`src/rtl/mips_mem_arbiter_if.sv`:
```
// Line-transfer bus shared by the cache request ports and the memory port.
// The master drives the request (read/write/addr/wdata); the slave answers
// with rdata and a one-cycle ready pulse.
interface mips_mem_arbiter_if #(
  parameter int unsigned ADDR_W = 28,
  parameter int unsigned DATA_W = 128
);
  logic              read;
  logic              write;
  logic [ADDR_W-1:0] addr;
  logic [DATA_W-1:0] wdata;
  logic [DATA_W-1:0] rdata;
  logic              ready;

  modport master (output read, write, addr, wdata, input  rdata, ready);
  modport slave  (input  read, write, addr, wdata, output rdata, ready);
endinterface

```
`src/rtl/mips_mem_arbiter.sv`:
```
// Round-robin arbiter sharing one memory line port between the I-cache and
// D-cache miss paths, with a watchdog that aborts unanswered transactions.
module mips_mem_arbiter #(
  parameter int unsigned ADDR_W  = 28,
  parameter int unsigned DATA_W  = 128,
  parameter int unsigned TIMEOUT = 255
) (
  input  logic               clk,
  input  logic               rst,
  mips_mem_arbiter_if.slave  i_bus,
  mips_mem_arbiter_if.slave  d_bus,
  mips_mem_arbiter_if.master mem_bus,
  output logic               timeout_err
);
  localparam int unsigned       WDOG_W    = 8;
  localparam logic [WDOG_W-1:0] WDOG_LAST = WDOG_W'(TIMEOUT - 1);

  typedef enum logic [1:0] {
    ST_IDLE = 2'd0,
    ST_WAIT = 2'd1,
    ST_RESP = 2'd2
  } state_e;

  state_e state_q, state_d;

  logic              req_i, req_d, pick_d, abort;
  logic              last_d_q, last_d_d;   // previous grant went to the D-cache
  logic              win_d_q, win_d_d;     // current transaction belongs to the D-cache
  logic [WDOG_W-1:0] wdog_q, wdog_d;
  logic              mem_read_q, mem_read_d;
  logic              mem_write_q, mem_write_d;
  logic [ADDR_W-1:0] mem_addr_q, mem_addr_d;
  logic [DATA_W-1:0] mem_wdata_q, mem_wdata_d;
  logic [DATA_W-1:0] i_rdata_q, i_rdata_d;
  logic [DATA_W-1:0] d_rdata_q, d_rdata_d;
  logic              i_ready_q, i_ready_d;
  logic              d_ready_q, d_ready_d;
  logic              terr_q, terr_d;

  assign req_i  = i_bus.read | i_bus.write;
  assign req_d  = d_bus.read | d_bus.write;
  // D wins when alone, or on a tie when I was served last.
  assign pick_d = req_d & (~req_i | ~last_d_q);
  // A memory completion in the last watchdog cycle beats the abort.
  assign abort  = ~mem_bus.ready & (wdog_q == WDOG_LAST);

  assign mem_bus.read  = mem_read_q;
  assign mem_bus.write = mem_write_q;
  assign mem_bus.addr  = mem_addr_q;
  assign mem_bus.wdata = mem_wdata_q;
  assign i_bus.rdata   = i_rdata_q;
  assign i_bus.ready   = i_ready_q;
  assign d_bus.rdata   = d_rdata_q;
  assign d_bus.ready   = d_ready_q;
  assign timeout_err   = terr_q;

  // State register.
  always_ff @(posedge clk or posedge rst) begin
    if (rst) state_q <= ST_IDLE;
    else     state_q <= state_d;
  end

  // Next-state: grant, wait for memory or watchdog, one response cycle.
  always_comb begin
    state_d = state_q;
    case (state_q)
      ST_IDLE: if (req_i | req_d)          state_d = ST_WAIT;
      ST_WAIT: if (mem_bus.ready | abort)  state_d = ST_RESP;
      ST_RESP:                             state_d = ST_IDLE;
      default:                             state_d = ST_IDLE;
    endcase
  end

  // Output/datapath next values; ready and timeout pulses default low.
  always_comb begin
    last_d_d    = last_d_q;
    win_d_d     = win_d_q;
    wdog_d      = wdog_q;
    mem_read_d  = mem_read_q;
    mem_write_d = mem_write_q;
    mem_addr_d  = mem_addr_q;
    mem_wdata_d = mem_wdata_q;
    i_rdata_d   = i_rdata_q;
    d_rdata_d   = d_rdata_q;
    i_ready_d   = 1'b0;
    d_ready_d   = 1'b0;
    terr_d      = 1'b0;
    case (state_q)
      ST_IDLE: begin
        if (req_i | req_d) begin
          last_d_d    = pick_d;
          win_d_d     = pick_d;
          wdog_d      = '0;
          mem_write_d = pick_d ? d_bus.write : i_bus.write;
          mem_read_d  = ~(pick_d ? d_bus.write : i_bus.write);
          mem_addr_d  = pick_d ? d_bus.addr  : i_bus.addr;
          mem_wdata_d = pick_d ? d_bus.wdata : i_bus.wdata;
        end
      end
      ST_WAIT: begin
        wdog_d = wdog_q + WDOG_W'(1);
        if (mem_bus.ready | abort) begin
          mem_read_d  = 1'b0;
          mem_write_d = 1'b0;
          terr_d      = abort;
          if (win_d_q) d_ready_d = 1'b1;
          else         i_ready_d = 1'b1;
          // Writes keep the old read line unless aborted.
          if (abort) begin
            if (win_d_q) d_rdata_d = '0;
            else         i_rdata_d = '0;
          end else if (!mem_write_q) begin
            if (win_d_q) d_rdata_d = mem_bus.rdata;
            else         i_rdata_d = mem_bus.rdata;
          end
        end
      end
      default: ;
    endcase
  end

  // Output and datapath registers.
  always_ff @(posedge clk or posedge rst) begin
    if (rst) begin
      last_d_q    <= 1'b0;
      win_d_q     <= 1'b0;
      wdog_q      <= '0;
      mem_read_q  <= 1'b0;
      mem_write_q <= 1'b0;
      mem_addr_q  <= '0;
      mem_wdata_q <= '0;
      i_rdata_q   <= '0;
      d_rdata_q   <= '0;
      i_ready_q   <= 1'b0;
      d_ready_q   <= 1'b0;
      terr_q      <= 1'b0;
    end else begin
      last_d_q    <= last_d_d;
      win_d_q     <= win_d_d;
      wdog_q      <= wdog_d;
      mem_read_q  <= mem_read_d;
      mem_write_q <= mem_write_d;
      mem_addr_q  <= mem_addr_d;
      mem_wdata_q <= mem_wdata_d;
      i_rdata_q   <= i_rdata_d;
      d_rdata_q   <= d_rdata_d;
      i_ready_q   <= i_ready_d;
      d_ready_q   <= d_ready_d;
      terr_q      <= terr_d;
    end
  end
endmodule

```
`src/flat_wrapper.sv`:
```
// flat-port wrapper written by rule: the top's interface ports become plain ports
module mips_mem_arbiter_flat 
#(
  parameter int unsigned ADDR_W  = 28,
  parameter int unsigned DATA_W  = 128,
  parameter int unsigned TIMEOUT = 255
)
  (clk, rst, timeout_err, i_bus_read, i_bus_write, i_bus_addr, i_bus_wdata, i_bus_rdata, i_bus_ready, d_bus_read, d_bus_write, d_bus_addr, d_bus_wdata, d_bus_rdata, d_bus_ready, mem_bus_read, mem_bus_write, mem_bus_addr, mem_bus_wdata, mem_bus_rdata, mem_bus_ready);
  mips_mem_arbiter_if #(.ADDR_W(ADDR_W), .DATA_W(DATA_W)) i_bus_i ();
  mips_mem_arbiter_if #(.ADDR_W(ADDR_W), .DATA_W(DATA_W)) d_bus_i ();
  mips_mem_arbiter_if #(.ADDR_W(ADDR_W), .DATA_W(DATA_W)) mem_bus_i ();
  input  logic clk;
  input  logic rst;
  output logic timeout_err;
  input wire logic [$bits(i_bus_i.read)-1:0] i_bus_read;
  input wire logic [$bits(i_bus_i.write)-1:0] i_bus_write;
  input wire logic [$bits(i_bus_i.addr)-1:0] i_bus_addr;
  input wire logic [$bits(i_bus_i.wdata)-1:0] i_bus_wdata;
  output wire logic [$bits(i_bus_i.rdata)-1:0] i_bus_rdata;
  output wire logic [$bits(i_bus_i.ready)-1:0] i_bus_ready;
  input wire logic [$bits(d_bus_i.read)-1:0] d_bus_read;
  input wire logic [$bits(d_bus_i.write)-1:0] d_bus_write;
  input wire logic [$bits(d_bus_i.addr)-1:0] d_bus_addr;
  input wire logic [$bits(d_bus_i.wdata)-1:0] d_bus_wdata;
  output wire logic [$bits(d_bus_i.rdata)-1:0] d_bus_rdata;
  output wire logic [$bits(d_bus_i.ready)-1:0] d_bus_ready;
  output wire logic [$bits(mem_bus_i.read)-1:0] mem_bus_read;
  output wire logic [$bits(mem_bus_i.write)-1:0] mem_bus_write;
  output wire logic [$bits(mem_bus_i.addr)-1:0] mem_bus_addr;
  output wire logic [$bits(mem_bus_i.wdata)-1:0] mem_bus_wdata;
  input wire logic [$bits(mem_bus_i.rdata)-1:0] mem_bus_rdata;
  input wire logic [$bits(mem_bus_i.ready)-1:0] mem_bus_ready;
  assign i_bus_i.read = i_bus_read;
  assign i_bus_i.write = i_bus_write;
  assign i_bus_i.addr = i_bus_addr;
  assign i_bus_i.wdata = i_bus_wdata;
  assign i_bus_rdata = i_bus_i.rdata;
  assign i_bus_ready = i_bus_i.ready;
  assign d_bus_i.read = d_bus_read;
  assign d_bus_i.write = d_bus_write;
  assign d_bus_i.addr = d_bus_addr;
  assign d_bus_i.wdata = d_bus_wdata;
  assign d_bus_rdata = d_bus_i.rdata;
  assign d_bus_ready = d_bus_i.ready;
  assign mem_bus_read = mem_bus_i.read;
  assign mem_bus_write = mem_bus_i.write;
  assign mem_bus_addr = mem_bus_i.addr;
  assign mem_bus_wdata = mem_bus_i.wdata;
  assign mem_bus_i.rdata = mem_bus_rdata;
  assign mem_bus_i.ready = mem_bus_ready;
  mips_mem_arbiter #(.ADDR_W(ADDR_W), .DATA_W(DATA_W), .TIMEOUT(TIMEOUT)) u_core (.clk(clk), .rst(rst), .i_bus(i_bus_i), .d_bus(d_bus_i), .mem_bus(mem_bus_i), .timeout_err(timeout_err));
endmodule
```
`config.mk`:
```
export PLATFORM = sky130hd
export DESIGN_NAME = mips_mem_arbiter_flat
export DESIGN_NICKNAME = d
export VERILOG_FILES = /design/src/rtl/mips_mem_arbiter_if.sv /design/src/rtl/mips_mem_arbiter.sv /design/src/flat_wrapper.sv
export SDC_FILE = /design/constraint.sdc
export NUM_CORES = 1
export LEC_CHECK = 0
export BUFFER_PORTS_ARGS = -buffer_cell sky130_fd_sc_hd__buf_2
export CORE_AREA = 2 2 341 343
export DETAILED_ROUTE_END_ITERATION = 6
export DIE_AREA = 0 0 343 345
export SYNTH_ARGS = -nofsm -noshare
export SYNTH_HDL_FRONTEND = slang
export SYNTH_SLANG_ARGS = --single-unit
```
`constraint.sdc`:
```
create_clock -name clk -period 15.2 [get_ports clk]
set_clock_uncertainty 0.1 [all_clocks]
set_input_delay 3.04 -clock clk [delete_from_list [all_inputs] [get_ports clk]]
set_output_delay 3.04 -clock clk [all_outputs]
set_load 0.005 [all_outputs]
```
**Word-level counts from Yosys, hierarchy flattened**

Index checks and enable logic that the tools add are counted.

- Add/subtract/negate cells: 1
- Multipliers: 0
- Div/mod/pow operators: 0
- Order comparisons: 0
- Eq/ne operators: 5
- Shift operators: 0
- Mux-type cells: 29
- Bitwise logic cells: 11
- Reduce and logical (&&, ||, !) cells: 8

Operator list:

| operator | count |
|---|---|
| $mux W128 | 9 |
| $mux W28 | 1 |
| $pmux W8 S2 | 1 |
| $mux W1 | 12 |
| $add A8 B1 Y8 const B | 1 |
| $eq A8 B8 Y1 const B | 1 |
| $mux W8 | 1 |
| $reduce_and A4 Y1 | 2 |
| $ne A2 B1 Y1 const B | 3 |
| $reduce_and A2 Y1 | 3 |
| $or A1 B1 Y1 | 5 |
| $mux W2 | 2 |
| $not A1 Y1 | 4 |
| $pmux W1 S2 | 2 |
| $pmux W2 S2 | 1 |
| $reduce_and A3 Y1 | 1 |
| $and A1 B1 Y1 | 2 |
| $eq A2 B1 Y1 const B | 1 |
| $logic_not A2 Y1 | 1 |
| $reduce_bool A2 Y1 | 1 |

- Bits in registers: 428
- Latch bits: 0
- Bits in writable memories: 0
- Bits in read-only memories: 0
- Word-level logic and storage cells: 66
- Memories kept: 0

**Logic depth before layout (Yosys ltp)**

Gate-level depths: netlist (run 1).

- Depth in word-level cells: 8
- Depth in mapped cells: 8

**Least setup slack after synthesis (run 1)**

No wires, ideal clock.

- Kind: input to register
- From: input port d_bus_write
- To: register u_core.mem_wdata_q[60], in the netlist u_core.mem_bus.wdata[60]
- Setup time: 0.136 ns
- Arrival time: 4.006 ns
- Setup slack: 10.957 ns
- Stages: 7
- Buffers on the path: 3
- Cell sequence: nor2_1 a211o_1 buf_2 buf_2 buf_2 nand2_1 o21ai_0

- Word-level cells in the longest chain between the ends: 3
- Elaborated cells between the ends (all ways): 5
- Those cells by class: mux: 1; bitwise: 3; reduce/logical: 1

Ends and longest elaborated chain:

| item | line | RTL |
|---|---|---|
| start: declaration | flat_wrapper.sv:22 | `input wire logic [$bits(d_bus_i.write)-1:0] d_bus_write;` |
| $or A1 B1 Y1 * | mips_mem_arbiter.sv:41 | `assign req_d = d_bus.read \| d_bus.write;` |
| $and A1 B1 Y1 or $or A1 B1 Y1 (tied branches) | mips_mem_arbiter.sv:43, mips_mem_arbiter.sv:90 |  |
| $mux W128 or $reduce_and A2 Y1 (tied branches) | - |  |
| end signal: assignment | mips_mem_arbiter.sv:144 | `mem_wdata_q <= mem_wdata_d;` |
| end: declaration | mips_mem_arbiter.sv:33 | `logic [DATA_W-1:0] mem_wdata_q, mem_wdata_d;` |

Mark *: on every way between the ends. The rest lies on a longest branch, timed or not.
A chain may end at the register's enable or synchronous reset.

**Final worst setup path (run 1)**

- From: input port d_bus_write
- To: register u_core.mem_wdata_q[16], in the netlist u_core.mem_bus.wdata[16]

The elaborated chain is that of the path after synthesis.

==> qor.csv, run 1 <==
stage;metric;value;unit
outcome;status;finished, final reports clean;
place;placedCellCount;3624;
yosys;synthCells;1356;
place;place_congestion;0.954;
grt;grt_pass1_wl;117000;um
yosys;netlist.area_leader.share;0.618;
yosys;synthesis.nets;1805;
timing;setup_violations;0;
detailed_routing;wl;86600;um
finish;utilization;0.215;
finish;final_cells;3728;
place;dp_slack;8.49;ns
yosys;synth-main-ff-cell;dfrtp_1;
setup_path;cp-end-kind;flop;
floorplanning;rows;125;
timing;finalCritPeriodShare;0.406;
detailed_routing;drtAntennaViolNets;0;
clock_network;clk_latency;0.61;ns
place;dp_hpwl;67900;um
grt;use_met1;0.158;
setup_path;cpMostUsedCell;buf_4;
setup_path;path_delay_family;buffers and inverters;
finish;areaGrowthSynthToFinish;42.9;%
floorplanning;io-pin-count;864;
floorplanning;die_w;343;um
timing;slew_violations;0;
setup_path;reg2reg_from;u_core.last_d_q$_DFFE_PP0P_;
setup_path;crit_path_start_kind;input port;
floorplanning;coreArea;115000;um^2
pwr;total_power;5.31;mW
finish;seqCellArea;10700;um^2
clock_network;cts_setup_buffers;0;
setup_path;critPathMaxFanout;59;
finish;layout_common_cells;buf_2, dfrtp_1, a32o_1;
job;drv_cap;0;
grt;grt_overflow_total;0;
finish;multi_input_area;5910;um^2
setup_path;worst-path-buf-inv;4;
setup_path;crit_chain;buf_2 -> o21ai_4 -> buf_4 -> buf_4 -> buf_4 -> mux2i_1 -> o21ai_0;
yosys;synth-seq-cells;428;
place;io_buffers;863;
grt;antenna_found_initial;64;
yosys;synth_area;17300;um^2
detailed_routing;drt_iter0_drc;891;
yosys;ys_seq_area_frac;0.618;
finish;final_common_cell;buf_2;
detailed_routing;wl_per_cell;23.2;um
clock_network;cts_tree;built;
timing;setup_slack;9.03;ns
yosys;synthTopCellsByArea;dfrtp_1, a32o_1, mux2i_1;
grt;grt_max_degree;206;
grt;grt_use_total;0.140;
setup_path;crit_start;d_bus_write;
clock_network;post_cts_resized;0;
detailed_routing;vias;15327;
floorplanning;initial_core_util;0.151;
timing;final.setup.tns;0;ns
detailed_routing;drtPass1Iterations;5;
grt;grt_pass1_vias;14870;
finish;nFillCells;12607;
timing;hold_violations;0;
pwr;power_density;214;nW/um^2
grt;top_usage_layer;met2;
floorplanning;die_h;345;um
detailed_routing;vias_per_cell;4.11;
yosys;synth_edf_count;0;
yosys;synth_cell_types;38;
yosys;async_reset_ff_frac;1.00;
timing;worst_slew_pin_slew;1.05;ns
clock_network;cts.sinks;428;
setup_path;path_class;in2reg;
yosys;yosys.area.top_type;dfrtp_1;
timing;rsz0062_at_grt;no;
timing;fmax;0.162;GHz
worst_hold_path;hp-start;u_core.mem_bus.wdata[2]$_DFFE_PP0P_;
clock_network;cts_hold_buf;0;
clock_network;clockBufferDepth;3;
grt;met2_usage;0.218;
floorplanning;die_area;118000;um^2
finish;drive_gt1_frac;0.445;
finish;nets;2601;
worst_hold_path;hp-class;reg2reg;
yosys;syn_avg_cell_area;12.8;um^2
timing;maxSlewHeadroom;0.298;
clock_network;cts-buffers-inserted;50;
setup_path;slowest_delay;0.89;ns
pwr;leakage;12.1;nW
clock_network;htreeDepth;2;
timing;min_period;6.17;ns
yosys;ys_warn_count;0;
grt;grt_use_met3;0.0664;
detailed_routing;drcViolationCount;0;
clock_network;clkTransAtPathRegs;0.06;ns
setup_path;slowest_stage;buf_4;
setup_path;arrival;6.54;ns
clock_network;cts-root-buf;clkbuf_16;
pwr;worst_ir_drop_vdd;0.118;mV
setup_path;crit_required;15.57;ns
path summary, 6_finish.rpt:
| kind | end | cells after the start | slack, ns |
|---|---|---|---|
| min reg2reg | u_core.mem_bus.wdata[2]$_DFFE_PP0P_ | 2 | 0.37 |
| min | u_core.mem_bus.wdata[2]$_DFFE_PP0P_ | 2 | 0.37 |
| max | u_core.mem_bus.wdata[16]$_DFFE_PP0P_ | 7 | 9.03 |
| max in group asynchronous | u_core.d_bus.rdata[104]$_DFFE_PP0P_ | 4 | 10.19 |
| min in group asynchronous | u_core.i_bus.rdata[86]$_DFFE_PP0P_ | 2 | 2.52 |
| max reg2reg | u_core.mem_bus.wdata[16]$_DFFE_PP0P_ | 7 | 10.97 |
report_power, final:
part	total [mW]	switching, mW	internal [mW]
clock network	1.27	0.523	0.749
registers	1.97	0.302	1.67
logic	2.07	1.21	0.852
layer usage:
layer  vias up  part of all wire
met1      7491              0.38
met5         -            0.0044
li1       6793                 -
met4        40             0.052
met3       222              0.11
met2       781              0.45
logic make-up after synthesis:
kind of cell | synth area share
buffers and inverters | 0.0447
DFF | 0.618
muxes | 0.0900
AOI/OAI and AO/OA | 0.202
and+or+nand+nor | 0.0442
adders and majority gates | 0.00144
Yosys cell counts (all sizes together), types with 2 or more instances:
cell type	count
nor2b	3
clkbuf	44
buf	96
a32o	256
ha	2
o21ai	167
dfrtp	428
nand2	164
nand4	4
o22ai	2
nand3	6
inv	4
mux2i	156
nor3	3
nor2	6
metrics by stage:
stage | instance area [um^2] | hold slack [ns]
after floorplan | 17300 | 0.372
after CTS | 24800 | 0.379
final | 24800 | 0.370
after detailed placement | 23000 | 0.365
after global routing | 24800 | 0.394
after global placement | 23000 | 0.359
sequential cells by signal, summed over array words and instances, names as in the netlist:
name,count
u_core.mem_bus.addr,28
u_core.mem_bus.write,1
u_core.last_d_q,1
u_core.d_bus.rdata,128
u_core.i_bus.rdata,128
u_core.i_bus.ready,1
u_core.state_q,2
u_core.d_bus.ready,1
u_core.wdog_q,8
u_core.mem_bus.read,1
u_core.timeout_err,1
u_core.mem_bus.wdata,128
worst min-delay path, delay by kind of cell (launching register included):
kind | cells | cell delay, ns
flops | 1 | 0.34
compound gates | 1 | 0.05
simple gates | 1 | 0.04
layout make-up:
cell class / count / share of cell area
Sequential cell: 428 / 0.432
Multi-Input combinational cell: 784 / 0.238
Timing Repair Buffer: 884 / 0.182
Tap cell: 1524 / 0.0769
Clock buffer: 69 / 0.0566
Clock inverter: 22 / 0.0122
Antenna cell: 13 / 0.00131
Inverter: 4 / 0.000909
No activity file was read; power rests on OpenSTA's default activity.
==> run 2, diff against run 1 <==
==> constraint.sdc (replaced) <==
create_clock -name clk -period 5.1 [get_ports clk]
set_clock_uncertainty 0.1 [all_clocks]
set_input_delay 1.02 -clock clk [delete_from_list [all_inputs] [get_ports clk]]
set_output_delay 1.02 -clock clk [all_outputs]
set_load 0.005 [all_outputs]
==> run 2 against run 1 <==
Die area unchanged. Sequential share of layout area decreased by 0.27 points. Sequential power increased to 3.0 times the previous value. Worst setup slack got worse by 6.7 ns. First-iteration DRC count decreased by 3.5%. Cell count increased by 0.21%. Routed wire length increased by 1.1%. Critical path depth decreased by 2. Combinational power increased to 3.0 times the previous value. Final area increased by 0.64%. Critical path type is now reg2reg. Critical endpoint is now u_core.d_bus.rdata[45]$_DFFE_PP0P_. Largest power group unchanged.
==> qor.csv, run 2 (same netlist as run 1, synthesis figures left out) <==
stage;metric;value;unit
outcome;status;finished, final reports clean;
pwr;total_power;15.8;mW
timing;worst_slew_pin_slew;1.18;ns
pwr;switchingPower;6.09;mW
setup_path;reg2reg_from;u_core.state_q[0]$_DFFE_PP0P_;
clock_network;cts-buffers-inserted;50;
finish;utilization;0.217;
setup_path;crit_path_start_kind;flop;
timing;setup_violations;0;
place;dp_slack;1.88;ns
detailed_routing;vias_per_cell;4.10;
clock_network;clockBufferDepth;3;
setup_path;slowest_delay;0.56;ns
finish;areaGrowthSynthToFinish;43.8;%
clock_network;cts_tree;built;
detailed_routing;wl_per_cell;23.4;um
setup_path;slowest_stage;and2_4;
timing;maxSlewHeadroom;0.215;
floorplanning;initial_core_util;0.151;
setup_path;reg2reg_depth;5;
setup_path;worst-path-buf-inv;1;
place;io_buffers;863;
setup_path;crit_chain;nor2b_1 -> and2_4 -> o21ai_4 -> buf_12 -> a32o_1;
floorplanning;coreArea;115000;um^2
clock_network;cts.sinks;428;
place;place_congestion;0.936;
detailed_routing;drcViolationCount;0;
setup_path;cp-end-kind;flop;
floorplanning;io-pin-count;864;
timing;hold_violations;0;
grt;grt_pass1_wl;119000;um
floorplanning;rows;125;
pwr;internal-power;9.72;mW
place;placed_area;23200;um^2
setup_path;arrival;3.12;ns
clock_network;htreeDepth;2;
grt;grt_max_degree;141;
grt;grt_overflow_total;0;
grt;grt_pass1_vias;15016;
detailed_routing;wl;87600;um
timing;final.setup.tns;0;ns
pwr;power_frac_clock;0.232;
worst_hold_path;hp-start;u_core.mem_bus.wdata[32]$_DFFE_PP0P_;
setup_path;critPathMaxFanout;128;
grt;grt_use_total;0.141;
setup_path;path_class;reg2reg;
pwr;pwr-share-comb;0.396;
finish;nets;2615;
detailed_routing;drtAntennaViolNets;0;
finish;layout_common_cells;buf_2, dfrtp_1, a32o_1;
worst_hold_path;hp-class;reg2reg;
clock_network;clk_latency;0.60;ns
timing;min_period;2.75;ns
setup_path;path_delay_family;simple AND/OR/NAND/NOR gates;
finish;drive_gt1_frac;0.450;
grt;antenna_found_initial;58;
setup_path;r2r_setup_slack;2.35;ns
pwr;sequentialPowerShare;0.371;
finish;fin_area;24900;um^2
place;dp_hpwl;69500;um
timing;setup_slack;2.35;ns
pwr;switching_share;0.385;
floorplanning;die_h;345;um
timing;fmax;0.363;GHz
floorplanning;die_w;343;um
setup_path;crit_required;5.47;ns
detailed_routing;drt_iter0_drc;860;
pwr;worst_ir_drop_vdd;0.232;mV
timing;finalCritPeriodShare;0.540;
clock_network;cts_setup_buffers;0;
worst_hold_path;whs_endpoint;u_core.mem_bus.wdata[32]$_DFFE_PP0P_;
job;drv_cap;0;
worst_hold_path;holdPathStages;2;
pwr;leakage;12.2;nW
clock_network;cts_hold_buf;0;
finish;final_common_cell;buf_2;
detailed_routing;drtPass1Iterations;5;
pwr;power_density;634;nW/um^2
setup_path;r2r_end;u_core.d_bus.rdata[45]$_DFFE_PP0P_;
detailed_routing;vias;15328;
floorplanning;die_area;118000;um^2
clock_network;cts-root-buf;clkbuf_16;
clock_network;post_cts_resized;0;
timing;rsz0062_at_grt;no;
clock_network;clkTransAtPathRegs;0.06;ns
timing;slew_violations;0;
==> run 2: power by group through the flow <==
stage               registers [mW]  clock network, mW  logic, mW
global route                  6.06               3.93       6.88
global placement              5.87                  0       6.36
CTS                           5.88               3.80       6.41
finish                        5.87               3.67       6.27
detailed placement            5.94                  0       6.41
floorplan                     5.93                  0       2.95
==> run 2: stage by stage <==
step | instances | hold slack [ns]
3_3_place_gp | 3638 | 0.360
6_report | 3736 | 0.371
2_1_floorplan | 1356 | 0.372
4_1_cts | 3729 | 0.378
3_5_place_dp | 3638 | 0.365
5_1_grt | 3733 | 0.394
==> run 2: worst max path at each step <==
stage,depth (start not counted),from,end
finish,5,u_core.state_q[0]$_DFFE_PP0P_,u_core.d_bus.rdata[45]$_DFFE_PP0P_
global route,6,u_core.state_q[1]$_DFFE_PP0P_,u_core.i_bus.rdata[32]$_DFFE_PP0P_
CTS,6,u_core.state_q[1]$_DFFE_PP0P_,u_core.i_bus.rdata[31]$_DFFE_PP0P_
detailed placement,5,d_bus_write,u_core.mem_bus.addr[15]$_DFFE_PP0P_
global placement,5,d_bus_write,u_core.mem_bus.wdata[1]$_DFFE_PP0P_
floorplan,1,rst,u_core.d_bus.rdata[0]$_DFFE_PP0P_
==> run 2: worst reg2reg max path: cells and delay by family (launching register included) <==
kind	cells	cell delay, ns
simple gates	2	1.02
compound gates	2	0.86
buf+inv	1	0.24
flops	1	0.41
==> run 2: per-layer routing <==
layer / share of wire / wire length, um / GRT usage / vias to the layer above
li1: - / - / - / 6806
met2: 0.49 / 42500 / 0.243 / 733
met3: 0.087 / 7640 / 0.0496 / 187
met5: 0.0021 / 184 / 0 / -
met4: 0.025 / 2160 / 0.0318 / 28
met1: 0.40 / 35100 / 0.168 / 7574
==> run 2: layout make-up <==
cell class	instances	area, um^2
Fill cell	12584	90200
Antenna cell	7	17.5
Sequential cell	428	10700
Multi-Input combinational cell	784	5910
Clock inverter	17	164
Clock buffer	74	1510
Inverter	4	18.8
Timing Repair Buffer	898	4710
Tap cell	1524	1910
==> run 3, diff against run 2 <==
==> constraint.sdc (replaced) <==
create_clock -name clk -period 2.6 [get_ports clk]
set_clock_uncertainty 0.1 [all_clocks]
set_input_delay 0.52 -clock clk [delete_from_list [all_inputs] [get_ports clk]]
set_output_delay 0.52 -clock clk [all_outputs]
set_load 0.005 [all_outputs]
==> run 3 against run 2 <==
Sequential power rose by 96%. Worst hold slack got worse by 0.31 ns. Sequential share of layout area fell by 1.2 points. Cell count rose by 1.4%. Count of clock-buffer cells in the layout fell by 2. Fmax rose by 18%. Global-route usage barely moved. Clock power rose by 110%. Routed wire length fell by 0.85%. Core utilization rose by 0.60 points. Critical path depth rose by 2. Highest routed layer unchanged.
==> qor.csv, run 3 (same netlist as run 1, synthesis figures left out) <==
stage;metric;value;unit
outcome;status;finished, final reports clean;
pwr;switching_share;0.373;
place;placedCellCount;3681;
job;drv_cap;0;
floorplanning;rows;125;
timing;slew_violations;0;
finish;final_common_cell;buf_2;
grt;grt_use_met3;0.0430;
place;dp_hpwl;71100;um
grt;met2_usage;0.237;
finish;multi_input_area;5910;um^2
timing;maxSlewHeadroom;0.290;
grt;use_met1;0.169;
floorplanning;coreArea;115000;um^2
setup_path;arrival;2.77;ns
timing;rsz0062_at_grt;no;
floorplanning;initial_core_util;0.151;
detailed_routing;drcViolationCount;0;
finish;nets;2660;
clock_network;cts.sinks;428;
setup_path;crit_required;3.03;ns
detailed_routing;drt_iter0_drc;993;
grt;grt_use_total;0.141;
pwr;power_density;1250;nW/um^2
pwr;sequentialPowerShare;0.357;
place;placed_area;23700;um^2
pwr;internal-power;20.1;mW
pwr;total_power;32.1;mW
finish;areaGrowthSynthToFinish;47.8;%
finish;drive_gt1_frac;0.461;
timing;whs;0.0597;ns
clock_network;clkTransAtPathRegs;0.06;ns
finish;nFillCells;12561;
finish;final_cells;3789;
grt;grt_pass1_wl;119000;um
timing;setup_violations;0;
floorplanning;die_h;345;um
pwr;worst_ir_drop_vdd;0.403;mV
clock_network;htreeDepth;2;
clock_network;clockBufferDepth;3;
floorplanning;die_area;118000;um^2
clock_network;cts-root-buf;clkbuf_16;
place;io_buffers;863;
grt;grt_max_degree;98;
place;dp_slack;0.207;ns
pwr;leakage;12.5;nW
floorplanning;die_w;343;um
timing;fmax;0.428;GHz
pwr;switchingPower;12.0;mW
clock_network;cts-buffers-inserted;51;
detailed_routing;drtAntennaViolNets;0;
detailed_routing;vias;15689;
pwr;power_frac_clock;0.244;
grt;grt_overflow_total;0;
timing;setup_slack;0.266;ns
place;place_congestion;1.01;
timing;finalCritPeriodShare;0.898;
setup_path;crit_path_start_kind;flop;
timing;worst_slew_pin_slew;1.06;ns
clock_network;clk_latency;0.61;ns
detailed_routing;vias_per_cell;4.14;
timing;hold_violations;0;
finish;utilization;0.223;
setup_path;critPathMaxFanout;19;
detailed_routing;wl;86900;um
finish;seqCellArea;10700;um^2
finish;layout_common_cells;buf_2, dfrtp_1, a32o_1;
timing;min_period;2.33;ns
grt;grt_pass1_vias;15336;
detailed_routing;wl_per_cell;22.9;um
setup_path;cp-end-kind;flop;
pwr;pwr-share-comb;0.398;
finish;fin_area;25600;um^2
clock_network;cts_tree;built;
timing;final.setup.tns;0;ns
detailed_routing;drtPass1Iterations;5;
grt;top_usage_layer;met2;
worst_hold_path;hp-class;in2reg;
grt;antenna_found_initial;60;
floorplanning;io-pin-count;864;
setup_path;path_class;reg2reg;
run 3: repair_timing:
| item | CTS | global route |
|---|---|---|
| resized for setup | 0 | 0 |
| hold buffers | 1 | 0 |
| hold endpoints to repair | 73 | 0 |
| setup buffers | 0 | 0 |
run 3: area by class of cell:
class / count / area share
Clock inverter: 20 / 0.0130
Timing Repair Buffer: 942 / 0.203
Tap cell: 1524 / 0.0744
Multi-Input combinational cell: 784 / 0.230
Clock buffer: 72 / 0.0588
Inverter: 4 / 0.000732
Sequential cell: 428 / 0.418
Antenna cell: 15 / 0.00146
run 3: power by group through the flow:
stage	sequential [mW]	clock [mW]	combinational [mW]
2_1_floorplan	11.6	0	5.80
3_5_place_dp	11.6	0	13.0
3_3_place_gp	11.5	0	12.9
5_1_grt	11.8	8.34	13.9
6_report	11.5	7.84	12.8
4_1_cts	11.5	8.05	13.0
run 3: worst max-delay path: stages, from the launching register on:
cell and delay, ns:
dfrtp_1 0.35, inv_1 0.05, ha_1 0.19, nand4_1 0.10, nor3_2 0.09, o21ai_4 0.83
buf_4 0.36, a32o_1 0.15
run 3: worst paths after layout:
path	from	to	slack [ns]	cells past startpoint
max	u_core.wdog_q[0]$_DFFE_PP0P_	u_core.i_bus.rdata[42]$_DFFE_PP0P_	0.27	7
min	mem_bus_rdata[95]	u_core.i_bus.rdata[95]$_DFFE_PP0P_	0.06	2
max reg2reg	u_core.wdog_q[0]$_DFFE_PP0P_	u_core.i_bus.rdata[42]$_DFFE_PP0P_	0.27	7
min reg2reg	u_core.mem_bus.addr[2]$_DFFE_PP0P_	u_core.mem_bus.addr[2]$_DFFE_PP0P_	0.37	2
max in group asynchronous	rst	u_core.d_bus.rdata[59]$_DFFE_PP0P_	1.18	5
min in group asynchronous	rst	u_core.i_bus.rdata[113]$_DFFE_PP0P_	0.47	4
run 3: per-layer routing:
metal  vias up  part of all wire  wire length, um
met2       769              0.47            40900
met3       195             0.082             7140
li1       6889                 -                -
met5         -            0.0018              160
met1      7812              0.40            34800
met4        24             0.045             3910
